## src/rtl/accum_control_fsm.sv

```systemverilog
// accum_control_fsm: multi-cycle fetch/decode/memory/execute control for the 16-bit accumulator datapath.
// Define CTRL_PERF_COUNTER_EN to add the CycleCount/InstrCount performance counters.
module accum_control_fsm #(
  parameter int OPCODE_W = 4,
  parameter int TIMEOUT = 255
`ifdef CTRL_PERF_COUNTER_EN
  ,
  parameter int CNT_W = 32
`endif
) (
  input  logic                CLK,
  input  logic                Reset,
  input  logic [OPCODE_W-1:0] Opcode,
  input  logic                MemReady,
  input  logic                BranchResult,
  input  logic                Ble,
  output logic [2:0]          ALUOp,
  output logic [1:0]          AccSrc,
  output logic                IorD,
  output logic                MemRead,
  output logic                MemWrite,
  output logic                IRWrite,
  output logic                PCWrite,
  output logic                PCSource,
  output logic                AccWrite,
  output logic                Halted,
  output logic                Illegal
`ifdef CTRL_PERF_COUNTER_EN
  ,
  output logic [CNT_W-1:0]    CycleCount,
  output logic [CNT_W-1:0]    InstrCount
`endif
);
  typedef enum logic [2:0] {FETCH, DECODE, MEMRD, MEMWR, EXEC, BRANCH, JUMP, HALT} state_t;
  localparam int TW = TIMEOUT > 0 ? $clog2(TIMEOUT + 1) : 1;
  localparam logic [OPCODE_W-1:0] OP_ADD = OPCODE_W'(0);
  localparam logic [OPCODE_W-1:0] OP_SUB = OPCODE_W'(1);
  localparam logic [OPCODE_W-1:0] OP_RSUB = OPCODE_W'(2);
  localparam logic [OPCODE_W-1:0] OP_LOADI = OPCODE_W'(3);
  localparam logic [OPCODE_W-1:0] OP_LOAD = OPCODE_W'(4);
  localparam logic [OPCODE_W-1:0] OP_STORE = OPCODE_W'(5);
  localparam logic [OPCODE_W-1:0] OP_BEQ = OPCODE_W'(6);
  localparam logic [OPCODE_W-1:0] OP_BLE = OPCODE_W'(7);
  localparam logic [OPCODE_W-1:0] OP_JUMP = OPCODE_W'(8);
  localparam logic [OPCODE_W-1:0] OP_HALT = OPCODE_W'(15);
  state_t state, next;
  logic [TW-1:0] wait_cnt;
  logic illegal_q, set_illegal, is_alu, mem_state, timeout, take;
  assign is_alu = Opcode == OP_ADD || Opcode == OP_SUB || Opcode == OP_RSUB;
  assign mem_state = state == FETCH || state == MEMRD || state == MEMWR;
  assign timeout = TIMEOUT != 0 && mem_state && !MemReady && wait_cnt == TW'(TIMEOUT - 1);
  assign take = (Opcode == OP_BEQ && BranchResult) || (Opcode == OP_BLE && Ble);
  assign Illegal = illegal_q;
  always_comb begin
    next = state;
    set_illegal = 1'b0;
    ALUOp = 3'd0;
    AccSrc = 2'd0;
    IorD = 1'b0;
    MemRead = 1'b0;
    MemWrite = 1'b0;
    IRWrite = 1'b0;
    PCWrite = 1'b0;
    PCSource = 1'b0;
    AccWrite = 1'b0;
    Halted = 1'b0;
    case (state)
      FETCH: begin
        MemRead = 1'b1;
        if (MemReady) begin
          IRWrite = 1'b1;
          PCWrite = 1'b1;
          next = DECODE;
        end
      end
      DECODE: begin
        case (Opcode)
          OP_ADD, OP_SUB, OP_RSUB, OP_LOAD: next = MEMRD;
          OP_STORE: next = MEMWR;
          OP_LOADI: next = EXEC;
          OP_BEQ, OP_BLE: next = BRANCH;
          OP_JUMP: next = JUMP;
          OP_HALT: next = HALT;
          default: begin
            next = HALT;
            set_illegal = 1'b1;
          end
        endcase
      end
      MEMRD: begin
        MemRead = 1'b1;
        IorD = 1'b1;
        if (MemReady) begin
          AccWrite = Opcode == OP_LOAD;
          AccSrc = Opcode == OP_LOAD ? 2'd1 : 2'd0;
          next = is_alu ? EXEC : FETCH;
        end
      end
      MEMWR: begin
        MemWrite = 1'b1;
        IorD = 1'b1;
        if (MemReady) next = FETCH;
      end
      EXEC: begin
        AccWrite = 1'b1;
        AccSrc = Opcode == OP_LOADI ? 2'd2 : 2'd0;
        ALUOp = Opcode == OP_SUB ? 3'd1 : Opcode == OP_RSUB ? 3'd2 : 3'd0;
        next = FETCH;
      end
      BRANCH: begin
        PCWrite = take;
        PCSource = take;
        next = FETCH;
      end
      JUMP: begin
        PCWrite = 1'b1;
        PCSource = 1'b1;
        next = FETCH;
      end
      HALT: Halted = 1'b1;
    endcase
    // The timed-out access keeps its strobes for this cycle; they drop once HALT is entered.
    if (timeout) begin
      next = HALT;
      set_illegal = 1'b1;
    end
    // Reset is asynchronous, so strobes must drop the moment it rises, not at the next edge.
    if (Reset) begin
      ALUOp = 3'd0;
      AccSrc = 2'd0;
      IorD = 1'b0;
      MemRead = 1'b0;
      MemWrite = 1'b0;
      IRWrite = 1'b0;
      PCWrite = 1'b0;
      PCSource = 1'b0;
      AccWrite = 1'b0;
      Halted = 1'b0;
    end
  end
  always_ff @(posedge CLK or posedge Reset) begin
    if (Reset) begin
      state <= FETCH;
      wait_cnt <= '0;
      illegal_q <= 1'b0;
    end else begin
      state <= next;
      wait_cnt <= (mem_state && !MemReady) ? wait_cnt + 1'b1 : '0;
      illegal_q <= illegal_q | set_illegal;
    end
  end
`ifdef CTRL_PERF_COUNTER_EN
  always_ff @(posedge CLK or posedge Reset) begin
    if (Reset) begin
      CycleCount <= '0;
      InstrCount <= '0;
    end else begin
      if (state != HALT) CycleCount <= CycleCount + 1'b1;
      if (next == FETCH && state != FETCH) InstrCount <= InstrCount + 1'b1;
    end
  end
`endif
endmodule

```

## config.mk

```make
export PLATFORM = sky130hd
export DESIGN_NAME = accum_control_fsm
export DESIGN_NICKNAME = d
export VERILOG_FILES = /design/src/rtl/accum_control_fsm.sv
export SDC_FILE = /design/constraint.sdc
export NUM_CORES = 1
export LEC_CHECK = 0
export BUFFER_PORTS_ARGS = -buffer_cell sky130_fd_sc_hd__buf_4
export CAP_MARGIN = 5
export CORE_MARGIN = 2
export CORE_UTILIZATION = 50
export CTS_CLUSTER_DIAMETER = 200
export DETAILED_ROUTE_END_ITERATION = 10
export PLACE_DENSITY = 0.77
export SYNTH_ARGS = -nofsm -noshare
export SYNTH_HDL_FRONTEND = slang
export SYNTH_SLANG_ARGS = --single-unit
```

## constraint.sdc

```tcl
create_clock -name CLK -period 1.9 [get_ports CLK]
set_input_delay 0.38 -clock CLK [delete_from_list [all_inputs] [get_ports CLK]]
set_output_delay 0.38 -clock CLK [all_outputs]
set_load 0.02 [all_outputs]
```

=== Word level (Yosys, flattened, before mapping) ===
Cells that the tools add are included.

* Add/sub/neg operators: 1
* Equality and inequality tests: 20
* Muxes and demuxes: 38
* Bitwise gates (word level): 1
* Reductions and logical operators: 20

{| class="wikitable"
|+ Operators with widths
! cell !! number
|-
| $pmux W3 S5 || 2
|-
| $mux W3 || 7
|-
| $mux W1 || 20
|-
| $eq A4 B3 Y1 const B || 4
|-
| $eq A3 B3 Y1 const B || 4
|-
| $reduce_or A10 Y1 || 1
|-
| $ne A3 B3 Y1 const B || 3
|-
| $add A8 B1 Y8 const B || 1
|-
| $eq A4 B2 Y1 const B || 2
|-
| $eq A4 B4 Y1 const B || 2
|-
| $eq A8 B8 Y1 const B || 1
|-
| $mux W2 || 4
|-
| $mux W8 || 1
|-
| $eq A3 B2 Y1 const B || 2
|-
| $reduce_bool A6 Y1 || 1
|-
| $reduce_or A2 Y1 || 3
|-
| $logic_or A1 B1 Y1 || 5
|-
| $eq A4 B1 Y1 const B || 1
|-
| $logic_and A1 B1 Y1 || 4
|-
| $logic_not A4 Y1 || 1
|-
| $pmux W1 S2 || 2
|-
| $pmux W2 S2 || 1
|-
| $reduce_and A4 Y1 || 1
|-
| $reduce_or A4 Y1 || 1
|-
| other kinds (6) || 6
|}

* Register bits after elaboration: 12
* Input bits: 9
* Output and inout port bits: 14
* Word-level logic and storage cells: 83

=== Depth between registers and ports, before layout ===
Gate-level depths: netlist of run 1.

* Word-level depth: 7
* Depth in mapped cells: 5
* Depth with buffers taken out: 5

=== Worst setup path after synthesis of run 1 ===
No wires, ideal clock.

* Path kind: register -> output
* From: register state[2]
* To: output PCWrite
* Data arrival time: 1.726 ns
* Data required time: 1.520 ns
* Slack: -0.206 ns
* Stages on the path, launching flop included: 5
* Path buffers: 1
* Cell sequence: dfrtp_1 -> buf_2 -> nor3_1 -> and3_1 -> or2_2

* Cells in the longest elaborated chain, start to end: 3
* Elaborated cells between the ends (all ways): 5
* Those cells by class: 2 x eq/ne; 2 x mux; 1 x reduce/logical

{| class="wikitable"
|+ Ends and longest elaborated chain
! element !! RTL line !! source
|-
| from (decl) || 46 || <nowiki>state_t state, next;</nowiki>
|-
| from (signal assigned) || 147 || <nowiki>state <= next;</nowiki>
|-
| $eq A3 B3 Y1 or $logic_not A3 Y1 (tied branches) || 67 || <nowiki>case (state)</nowiki>
|-
| $pmux W1 S3 (*) || 67 ||
|-
| $mux W1 (*) || 128 || <nowiki>if (Reset) begin</nowiki>
|-
| to (decl) || 23 || <nowiki>output logic PCWrite,</nowiki>
|}

Every way passes the cells marked *; elsewhere a longest branch is shown, timed or not.

=== Worst setup path in the final report of run 1 ===
* From: register state[1]
* To: output PCWrite

The elaborated chain is that of the path after synthesis.

==> results of run 1 <==
-- state kept, by name, indices dropped and copies added (netlist names) --
name / flops
Illegal: 1
state: 3
wait_cnt: 8
-- cells in the mapped netlist, types with 2 or more instances --
library cell  number  area share, %
nand4_1            3            2.2
nand3_1            2            1.2
dfrtp_1           12             36
xor2_1             5            5.2
nand2_1           11            4.9
nor2_1            13            5.8
o21ai_0            3            1.8
inv_1              4            1.8
buf_2              2            1.2
nor3_1             4            2.4
a21oi_1            2            1.2
ha_1               2            3.0
nor2b_1            2            1.5
and3_1             2            1.5
-- worst max-delay path, stage by stage, from the launching register on --
cell	delay, ps
dfrtp_2	470
nand2b_4	170
nand4bb_1	180
a21oi_2	160
or2_4	140
buf_6	100
-- logic make-up after synthesis --
logic type	share of synthesized area [%]
other	0.447
buffers and inverters	6.85
AND/OR/NAND/NOR	34.7
multiplexers	2.53
XOR/XNOR	6.26
flip-flops	35.8
adder cells (fa/ha/maj)	2.98
AO/OA/AOI/OAI	10.4
-- per-stage QoR --
step / setup TNS (ps) / std cells / worst slack [ps]
3_3_place_gp: 0 / 129 / 99.3
4_1_cts: 0 / 138 / 7.32
5_1_grt: -145 / 138 / -71.0
3_5_place_dp: 0 / 129 / 63.4
2_1_floorplan: 0 / 96 / 16.3
6_report: 0 / 138 / 32.2
-- power breakdown --
group	leakage [nW]	internal, mW	switching [mW]
Combinational	0.329	0.262	0.275
Sequential	0.154	0.307	0.0989
Clock	0.0210	0.116	0.0842
-- layer usage --
metal	share of wire (%)	global-route usage (%)	vias to the layer above
li1	-	-	381
met1	41	27.6	351
met2	50	34.0	38
met3	7.8	5.20	2
met4	0.41	4.71	0
met5	0	0	-
-- worst max path at each step --
stage / cells past startpoint / start / to
6_report: 5 / state[1]$_DFFE_PP0P_ / PCWrite
5_1_grt: 4 / state[1]$_DFFE_PP0P_ / AccWrite
4_1_cts: 3 / state[0]$_DFFE_PP0P_ / AccSrc[1]
3_5_place_dp: 5 / Opcode[2] / AccSrc[1]
3_3_place_gp: 6 / Opcode[3] / AccWrite
2_1_floorplan: 4 / state[2]$_DFFE_PP0P_ / PCWrite
-- what timing repair did --
item / in CTS / in global routing
pin swaps: 0 / 1
gates resized for setup: 2 / 6
hold buffers: 0 / 0
endpoints found under the setup margin: 5 / 4
endpoints found under the hold margin: 0 / 0
setup buffers: 5 / 0
-- final cells by class --
type                            count  area (um2)  area share [%]
Sequential cell                    12         304            27.9
Clock buffer                        4        36.3            3.33
Tap cell                           16        20.0            1.84
Inverter                            4        15.0            1.38
Multi-Input combinational cell     75         508            46.6
Timing Repair Buffer               27         206            18.9
==> results.md, run 1 <==
- The number of library cell types mapped by synthesis is 43.
- Sequential cells were found to cover 35.8% of the synthesized design area.
- The post-route minimum period is 1870 ps.
- After clock tree synthesis, the clock-pin slew on the worst setup and hold paths is 80 ps.
- The core region is 1540 um2.
- The total wirelength of the detailed-routed design is 1940 um.
- Dividing the detail-routed wire length by the instance count gives 14.0 um.
- Yosys printed 0 warnings.
- Setup repair after global routing could not meet its margin everywhere.
- The clock passes through at most 2 buffers.
- The library cell used most frequently in the layout, excluding fill and tap cells, is buf_4.
- Pin placement for this block handled 23 I/O pins.
- The net count after synthesis is 107.
- Port buffering added 21 buffers.
- The startpoint of the most critical register-to-register path is state[2]$_DFFE_PP0P_.
- Along the worst path, the maximum fanout reaches 7.
- The floorplan step set the die height to 45.0 um.
- The tool flagged a number of max-cap violations equal to 0.
- The worst-case IR drop observed on VDD is 0.559 mV.
- The repair_antennas step left the layout with diodes totalling 0.
- The number of cell instances on the worst register-to-register path is 5.
- The area enclosed by the die boundary is 2020 um2.
- The synthesized netlist occupies a cell area of 840 um2.
- Data arrives at the worst endpoint at 1490 ps.
- The number of clock buffers inserted by TritonCTS is 3.
- STA classifies the critical path startpoint as a flip-flop.
- The row count is 14.
- The count of fill cells added during filler insertion is 126.
- The number of antenna violations at the first check in global routing came to 0.
- The leakage power of the design is 0.504 nW.
- Final hold analysis gives a worst-case slack of 149 ps.
- Routability-driven placement finished with a final weighted congestion of 0.845.
- The areal power density over the cells is 1050 nW/um2.
- In the synthesized netlist the dominant register cell turns out to be dfrtp_1.
- The tree built by TritonCTS fans out to 12 sinks.
- The highest clock frequency the design can meet is 535 MHz.
- Once layout is complete, the utilization of the core stands at 70.7%.
- After synthesis, the mean cell area works out to 8.75 um2.
- The cell area after placement is 987 um2.
- The post-layout net count is 134.
- For this run, the total global-route usage over all layers was measured as 20.7%.
- The run finished with clean final reports.
- The post-synthesis register bit count is 12.
- The area growth from synthesis to layout is 29.8%.
- After detailed routing, the number of remaining DRC violations is 0.
- In this run the register-to-register setup slack is 390 ps.
- The detail route stage leaves a number of antenna-violating nets equal to 0.
- In this run the worst hold path is classified as in -> async.
- The total global routing overflow is 0.
- The number of setup violations in the final report is 0.
- The number of max-slew violations in the final report is 0.
- For this configuration, the core starts out at a cell density of 54.5%.
- On the final layout, the worst clock skew is 6.47 ps.
- The violation count after the first detailed-route iteration is 24.
- The number of levels the H-tree was split into is 1.
- The number of global-route vias before repair is 703.
- In the layout the commonest cells are buf_4 (26), nor2_1 (13), nand2_1 (11).
- Entering global routing, the biggest net connects 13 pins.
- In the finished design, the share of the clock period the worst path needs comes to 98.3%.
- For this run, the detailed router's first-pass iteration total came to 4.
- Dividing the detail-routed via count by the number of cells gives 5.59.
- The synthesized design contains 0 enable-type register cells.
- The worst setup path is of the reg -> out kind.
- The nature of the critical path endpoint is a primary output.
- The power consumption is 1.14 mW.
- The source-to-sink clock delay at the later pin of the worst-skew pair is 270 ps.
- The synthesized instance count is 96.
- In this run the horizontal extent of the chip is 45.0 um.
- The fraction of layout instances using a drive strength above 1 is 36.9%.
- The finished cells cover 1090 um2.
- At the worst endpoint, the required time is 1520 ps.
- Detailed placement finished with a half-perimeter wire length of 1350 um.
- The cell chosen for the clock root is clkbuf_4.
- TritonCTS built the clock tree.
- The final hold violation count was 0.
- The endpoint identified for the worst register-to-register timing path is state[1]$_DFFE_PP0P_.
- The first global-routing pass estimated 3040 um of wire.
- The share of flip-flops with an asynchronous set or reset after synthesis is 100%.
- The detailed-route via count is 772.
Note: power is estimated with default switching activity, not from simulation.
==> run 2: changes to the inputs <==
- CORE_UTILIZATION: 50 -> 45
- PLACE_DENSITY: 0.77 -> 0.84
- clock period: 1.9 -> 1.6 ns (I/O delays scaled with it)
==> run 2 against run 1 <==
The flow now finishes with violations (negative setup slack). Critical path depth unchanged. Sequential share of layout area down 2.4 points. Die area up 10%. Non-clock buffer count up 10. Global-route usage up 0.96 points. Design area up 9.5%. Sequential power up 17%. Cell count up 13%. Setup slack worse by 200 ps. Clock skew down 1.3 ps. Critical endpoint unchanged. Largest cell class unchanged. Largest power group unchanged.
==> results.md, run 2 (synthesis results as in run 1) <==
- The port buffer count is 21 (unchanged).
- The number of clock buffers inserted by TritonCTS is 3 (unchanged).
- The detailed-route via count was 799 (+3.5%).
- The number of flip-flops under the largest register name is 8 (unchanged).
- The critical setup path kind is reg -> out.
- Clock tree synthesis selected as its root buffer the cell clkbuf_4.
- The number of setup violations in the final report was 6 (+6).
- The peak per-stage delay on the critical path came to 450 ps (-20 ps).
- The final hold violation count is 0 (unchanged).
- The wire length of the first global-routing pass came to 3330 um (+9.7%).
- The number of sinks driven by the clock tree is 12 (unchanged).
- The cell internal power dissipation is 826 uW (+21%).
- The worst setup path is captured at a primary output.
- The overall track demand over capacity in global routing is 21.7% (+0.96 points).
- The endpoint arrival time on the critical path is 1450 ps (-40 ps).
- The number of levels the H-tree was split into came to 1 (unchanged).
- Timing would allow up to 565 MHz.
- The detailed-route vias per instance is 5.12 (-8.4%).
- The met2 wire length came to 1030 um (+5.7%).
- The top cell types in the final layout, fill and taps aside, are buf_4 (35), nor2_1 (13), nand2_1 (11).
- The register with the most flip-flops is wait_cnt.
- In this run the top signal layer used is met4.
- The minimum setup slack among reg-to-reg paths was 0 ps (-390 ps).
- The half-perimeter wire length after placement was 1460 um (+7.7%).
- Compared with the post-synthesis result, the final layout area differs by 42.2%.
- The logic gate share of total power is 53.1% (+6.1 points).
- The number of cells in the design after placement is 150 (+16%).
- The met3 routed wirelength is 59 um (-61%).
- The total wirelength of the detailed-routed design was 1950 um (+0.67%).
- The quantity of hold-fixing buffers added after cts is 0 (unchanged).
- The number of global-route vias before repair is 803 (+14%).
- The part of the power in the clock network is 12.4% (-5.1 points).
- Leaving out fill and tap cells, the most frequent cell in the layout is buf_4.
- The first element of the critical path is state[1]$_DFFE_PP0P_.
- The final reports fail on negative setup slack.
- The switching part of the total power came to 40.1% (+0.050 points).
- The count of non-filler cells in the finished layout is 156 (+13%).
- The clock skew after layout came to 5.14 ps (-1.33 ps).
- The floorplan core area was 1750 um2 (+13%).
- The clock slew seen by the registers of the worst setup and hold paths was 60 ps (-20 ps).
- The mean routed wirelength per cell was 12.5 um (-11%).
- The final worst-path cycle share is 111%.
- The die outline height is 47.2 um (+4.9%).
- Setup repair after global routing could not meet its margin everywhere.
- The switching power total is 553 uW (+21%).
- The post-route worst setup slack was -169 ps (-202 ps).
- TritonCTS built the clock tree.
- The number of cell instances on the worst register-to-register path is 7 (+2).
- The final RePlAce weighted congestion was 0.753 (-11%).
- Walking the worst path, the cells encountered are nand2b_4 -> nand4bb_1 -> a21oi_2 -> or2_4 -> buf_6.
- The number of antenna violations at the first check in global routing is 0 (unchanged).
- The power consumption is 1.38 mW (+21%).
- The number of detailed-routing iterations run before antenna repair is 3 (-1).
- The met1 layer wirelength in the final routing was 834 um (+3.9%).
- The startpoint of the most critical register-to-register path is state[1]$_DFFE_PP0P_.
- The violation count after the first detailed-route iteration is 12 (-50%).
- The critical register-to-register path endpoint is state[1]$_DFFE_PP0P_.
- The initial core utilization is 48.1% (-6.4 points).
- The post-layout net count is 144 (+7.5%).
- The count of unresolved DRC violations after routing is 0 (unchanged).
- The worst IR drop on VDD is 0.778 mV (+39%).
- The critical path ends at PCWrite.
- The total inserted antenna cells was 0 (unchanged).
- The clock tree buffer depth is 2 (unchanged).
- The maximum number of pins on one net before global-route repair came to 13 (unchanged).
- The flow ran to the end, but the final reports show violations.
- For this design, the slowest cell found on the critical path is dfrtp_2.
- The share of the core filled with cells in the final layout is 68.4% (-2.3 points).
- The number of top-level pins came to 23 (unchanged).
- The row count is 15 (+1).
- The path class of the tightest hold or removal check is in -> async.
- The post-route minimum period is 1770 ps.
- The sequential power share came to 34.5% (-1.0 points).
- The fraction of layout instances using a drive strength above 1 is 45.8% (+8.9 points).
- The source-to-sink clock delay at the later pin of the worst-skew pair is 270 ps (about the same).
- The peak fanout along the critical path is 7 (unchanged).
- The critical path startpoint category is a flip-flop.
- The area enclosed by the die boundary was 2230 um2 (+10%).
- The die extent in x is 47.2 um (+4.9%).
- The max-capacitance violation count is 0 (unchanged).
- The total global routing overflow came to 0 (unchanged).
- The number of nets with antenna violations after detailed routing is 0 (unchanged).
- The number of max-slew violations in the final report is 0 (unchanged).
- The worst path required time was 1280 ps (-240 ps).
- The leakage power of the design is 0.551 nW (+9.4%).
- The areal power density over the cells is 1160 nW/um2 (+10%).
-- run 2: cell count changes in the layout (fill, tap and decap cells not counted), sizes merged --
| cell | delta |
|---|---|
| buf | +10 |
| clkbuf | -1 |
-- run 2: stage by stage --
step | worst slack [ps] | hold slack [ps] | area (um2) | setup TNS (ps)
4_1_cts | -182 | 218 | 1160 | -881
3_5_place_dp | -88.0 | 480 | 1100 | -283
6_report | -169 | 223 | 1190 | -798
2_1_floorplan | -129 | 185 | 860 | -165
5_1_grt | -263 | 269 | 1190 | -1500
3_3_place_gp | -40.1 | 472 | 1100 | -117
-- run 2: per-layer routing --
| metal | up-vias | track usage [%] |
|---|---|---|
| met2 | 17 | 40.3 |
| met4 | 0 | 8.33 |
| met3 | 4 | 3.46 |
| li1 | 402 | - |
| met1 | 376 | 24.6 |
| met5 | - | 0 |
-- run 2: worst min path at each step --
stage / from / endpoint / slack (ps)
after floorplan: Reset / Illegal$_DFF_PP0_ / 180
after global placement: Illegal$_DFF_PP0_ / Illegal$_DFF_PP0_ / 470
after detailed placement: Illegal$_DFF_PP0_ / Illegal$_DFF_PP0_ / 480
after CTS: Reset / wait_cnt[5]$_DFF_PP0_ / 220
after global routing: Reset / wait_cnt[5]$_DFF_PP0_ / 270
final: Reset / wait_cnt[5]$_DFF_PP0_ / 220
-- run 2: repair_timing --
item,CTS,global route
endpoints found under the hold margin,0,0
gates resized for setup,7,5
pin swaps,4,2
endpoints found under the setup margin,9,11
setup buffers,2,2
-- run 2: power by group through the flow --
stage / sequential (mW) / combinational, mW / clock (mW)
finish: 0.476 / 0.733 / 0.171
detailed placement: 0.462 / 0.636 / 0
floorplan: 0.407 / 0.485 / 0
global placement: 0.460 / 0.616 / 0
global route: 0.488 / 0.807 / 0.192
CTS: 0.465 / 0.690 / 0.181
-- run 2: area by class of cell --
class | count | area, um2
clock buffer | 3 | 22.5
timing repair buffer | 37 | 285
inverter | 4 | 15.0
tap | 25 | 31.3
multi-input combinational | 75 | 536
sequential | 12 | 304
fill | 163 | 552
-- run 2: worst max-delay path: cells and delay by family, from the launching register on --
family	cells	cell delay, ps
compound gates	1	150
simple gates	3	470
buf+inv	1	100
flops	1	450
==> run 3: changes to the inputs <==
- SETUP_SLACK_MARGIN: unset -> 0.4
==> run 3 against run 2 <==
Fmax fell by 1.2%. Sequential power rose by 2%. The run still ends with negative setup slack left. Highest routed layer unchanged. Non-clock buffer count rose by 8. Via count rose by 6.8%. Sequential share of layout area fell by 4.3 points. Critical endpoint is now ALUOp[0]. Clock power rose by 36%. Setup slack got worse by 22 ps. Count of clock-buffer cells in the layout rose by 1. Utilization rose by 14 points. Design area rose by 21%.
==> results.md, run 3 (synthesis results as in run 1) <==
- The flow ran to the end, but the final reports show violations.
- The checks that failed: negative setup slack.
- The final RePlAce weighted congestion is 0.857 (+14%).
- The met1 track demand over resource is 25.5% (+0.91 points).
- The total global routing overflow is 0 (unchanged).
- The fraction of layout instances using a drive strength above 1 is 60.0% (+14 points).
- The post-route worst setup slack is -191 ps (-21.6 ps).
- The logic gate share of total power came to 59.2% (+6.1 points).
- The number of antenna violations at the first check in global routing came to 0 (unchanged).
- The areal power density over the cells was 1220 nW/um2 (+5.5%).
- The worst path required time is 1280 ps (about the same).
- The wire length of the first global-routing pass came to 3660 um (+9.9%).
- wait_cnt holds more flip-flops than any other register.
- The clock slew seen by the registers of the worst setup and hold paths is 70 ps (about the same).
- The min-delay analysis places its worst path in the category in -> async.
- The number of setup violations in the final report came to 11 (+5).
- The final sum of negative setup slack came to -1320 ps (-520 ps).
- The count of unresolved DRC violations after routing is 0 (unchanged).
- The overall track demand over capacity in global routing came to 23.8% (+2.1 points).
- The area of the multi-input gates is 644 um2 (+20%).
- The root buffer cell chosen for the clock tree is clkbuf_4.
- The total wirelength of the detailed-routed design is 2300 um (+18%).
- The detailed-route vias per instance is 5.17 (+0.94%).
- Leaving out fill and tap cells, the most frequent cell in the layout is buf_4.
- The critical setup path kind is reg -> out.
- The switching power total is 686 uW (+24%).
- The sequential power share is 27.6% (-6.9 points).
- The number of cells in the design after placement is 154 (+2.7%).
- The post-route minimum period is 1790 ps (+21.6 ps).
- The number of levels the H-tree was split into was 1 (unchanged).
- The area enclosed by the die boundary came to 2230 um2 (unchanged).
- The quantity of hold-fixing buffers added after cts is 0 (unchanged).
- The switching part of the total power was 39.0% (-1.1 points).
- Setup repair after global routing could not meet its margin everywhere.
- The clock tree from TritonCTS is yes.
- The final instance area came to 1440 um2 (+21%).
- The endpoint arrival time on the critical path is 1470 ps (+20 ps).
- The startpoint of the most critical register-to-register path is state[2]$_DFFE_PP0P_.
- The final hold violation count was 0 (unchanged).
- The floorplan core area is 1750 um2 (unchanged).
- The clock tree buffer depth is 2 (unchanged).
- The worst setup path is launched from a flip-flop.
- The maximum number of pins on one net before global-route repair came to 13 (unchanged).
- The initial core utilization is 48.1% (unchanged).
- Leaving out fill and tap cells, the most frequent cells in the layout are buf_4 (26), buf_6 (19), dfrtp_1 (8), nand2_1 (8), nor2_1 (8).
- The peak fanout along the critical path was 7 (unchanged).
- The area taken by flip-flops and latches is 305 um2 (+0.41%).
- The post-layout net count was 152 (+5.6%).
- The port buffer count came to 21 (unchanged).
- The number of top-level pins is 23 (unchanged).
- The highest clock frequency the design can meet is 558 MHz (-1.2%).
- The number of clock buffers inserted by TritonCTS was 3 (unchanged).
- The clock skew after layout is 3.81 ps (-1.33 ps).
- The violation count after the first detailed-route iteration is 16 (+4).
- The cell internal power dissipation came to 1.07 mW (+30%).
- The count of fill cells added during filler insertion is 108 (-34%).
- The first element of the critical path is state[0]$_DFFE_PP0P_.
- The source-to-sink clock delay at the later pin of the worst-skew pair is 270 ps (about the same).
- The number of flip-flops under the largest register name is 8 (unchanged).
- The detailed-route via count is 853 (+6.8%).
- The max-capacitance violation count is 0 (unchanged).
- The number of cell instances on the worst register-to-register path is 6 (-1).
- The met3 global-route usage is 3.08% (-0.38 points).
- The total inserted antenna cells is 0 (unchanged).
- The cell area after placement is 1230 um2 (+11%).
- The number of max-slew violations in the final report is 0 (unchanged).
- The number of sinks driven by the clock tree came to 12 (unchanged).
- The number of global-route vias before repair is 879 (+9.5%).
- The met2 routing resource usage after global routing is 46.6% (+6.3 points).
- STA classifies the critical path endpoint as a primary output.
- The count of non-filler cells in the finished layout is 165 (+5.8%).
- The mean routed wirelength per cell came to 13.9 um (+11%).
- The final worst-path cycle share was 112% (+1.3 points).
- The leakage power of the design was 0.629 nW (+14%).
- The part of the power in the clock network was 13.2% (+0.8 points).
- The worst IR drop on VDD was 0.919 mV (+18%).
- The row count is 15 (unchanged).
- The die outline height is 47.2 um (unchanged).
- The number of detailed-routing iterations run before antenna repair is 4 (+1).
- The busiest layer in global routing is met2.
- Compared with the post-synthesis result, the final layout area differs by 71.7%.
- The half-perimeter wire length after placement is 1610 um (+10%).
- The number of nets with antenna violations after detailed routing is 0 (unchanged).
- The die extent in x came to 47.2 um (unchanged).
[run 3: metal layers]
metal,routed length (um),share of wire [%]
met1,892,39
met2,1330,58
met3,61,2.7
met4,11,0.48
met5,0,0
[run 3: power groups by stage]
stage          clock [mW]  combinational, mW  sequential, mW
2_1_floorplan           0              0.599           0.410
3_5_place_dp            0              0.787           0.473
4_1_cts             0.239               1.00           0.473
6_report            0.232               1.04           0.485
3_3_place_gp            0              0.766           0.472
5_1_grt             0.248               1.12           0.496
[run 3: critical path: stages, from the launching register on]
cell	delay, ps
dfrtp_2	500
nor4_4	340
nand2_1	130
nor2_4	120
buf_6	110
[run 3: worst paths after layout]
check | slack [ps] | to
setup / recovery | -190 | ALUOp[0]
setup reg to reg | 140 | state[1]$_DFFE_PP0P_
max in group asynchronous | 1040 | state[1]$_DFFE_PP0P_
hold / removal | 240 | wait_cnt[5]$_DFF_PP0_
min in group CLK | 390 | state[0]$_DFFE_PP0P_
hold reg to reg | 480 | Illegal$_DFF_PP0_
[run 3: per-stage QoR]
| step | total power [mW] | utilization [%] | hold slack, ps | worst slack (ps) |
|---|---|---|---|---|
| final | 1.76 | 82.6 | 237 | -191 |
| after global routing | 1.86 | 82.6 | 298 | -252 |
| after CTS | 1.71 | 80.1 | 245 | -193 |
| after detailed placement | 1.26 | 70.5 | 470 | -113 |
| after global placement | 1.24 | 70.5 | 461 | -48.4 |
| after floorplan | 1.01 | - | 185 | 22.5 |
[run 3: repair_timing]
action	CTS	global route
setup endpoints to repair	16	24
hold endpoints to repair	0	0
cloned	0	0
pin swaps	8	4
setup buffers	7	0
resized for setup	23	12
[run 3: area by class of cell]
class	instances	area share (%)
Multi-Input combinational cell	75	44.7
Timing Repair Buffer	45	28.4
Sequential cell	12	21.2
Clock buffer	4	2.52
Tap cell	25	2.17
Inverter	4	1.04
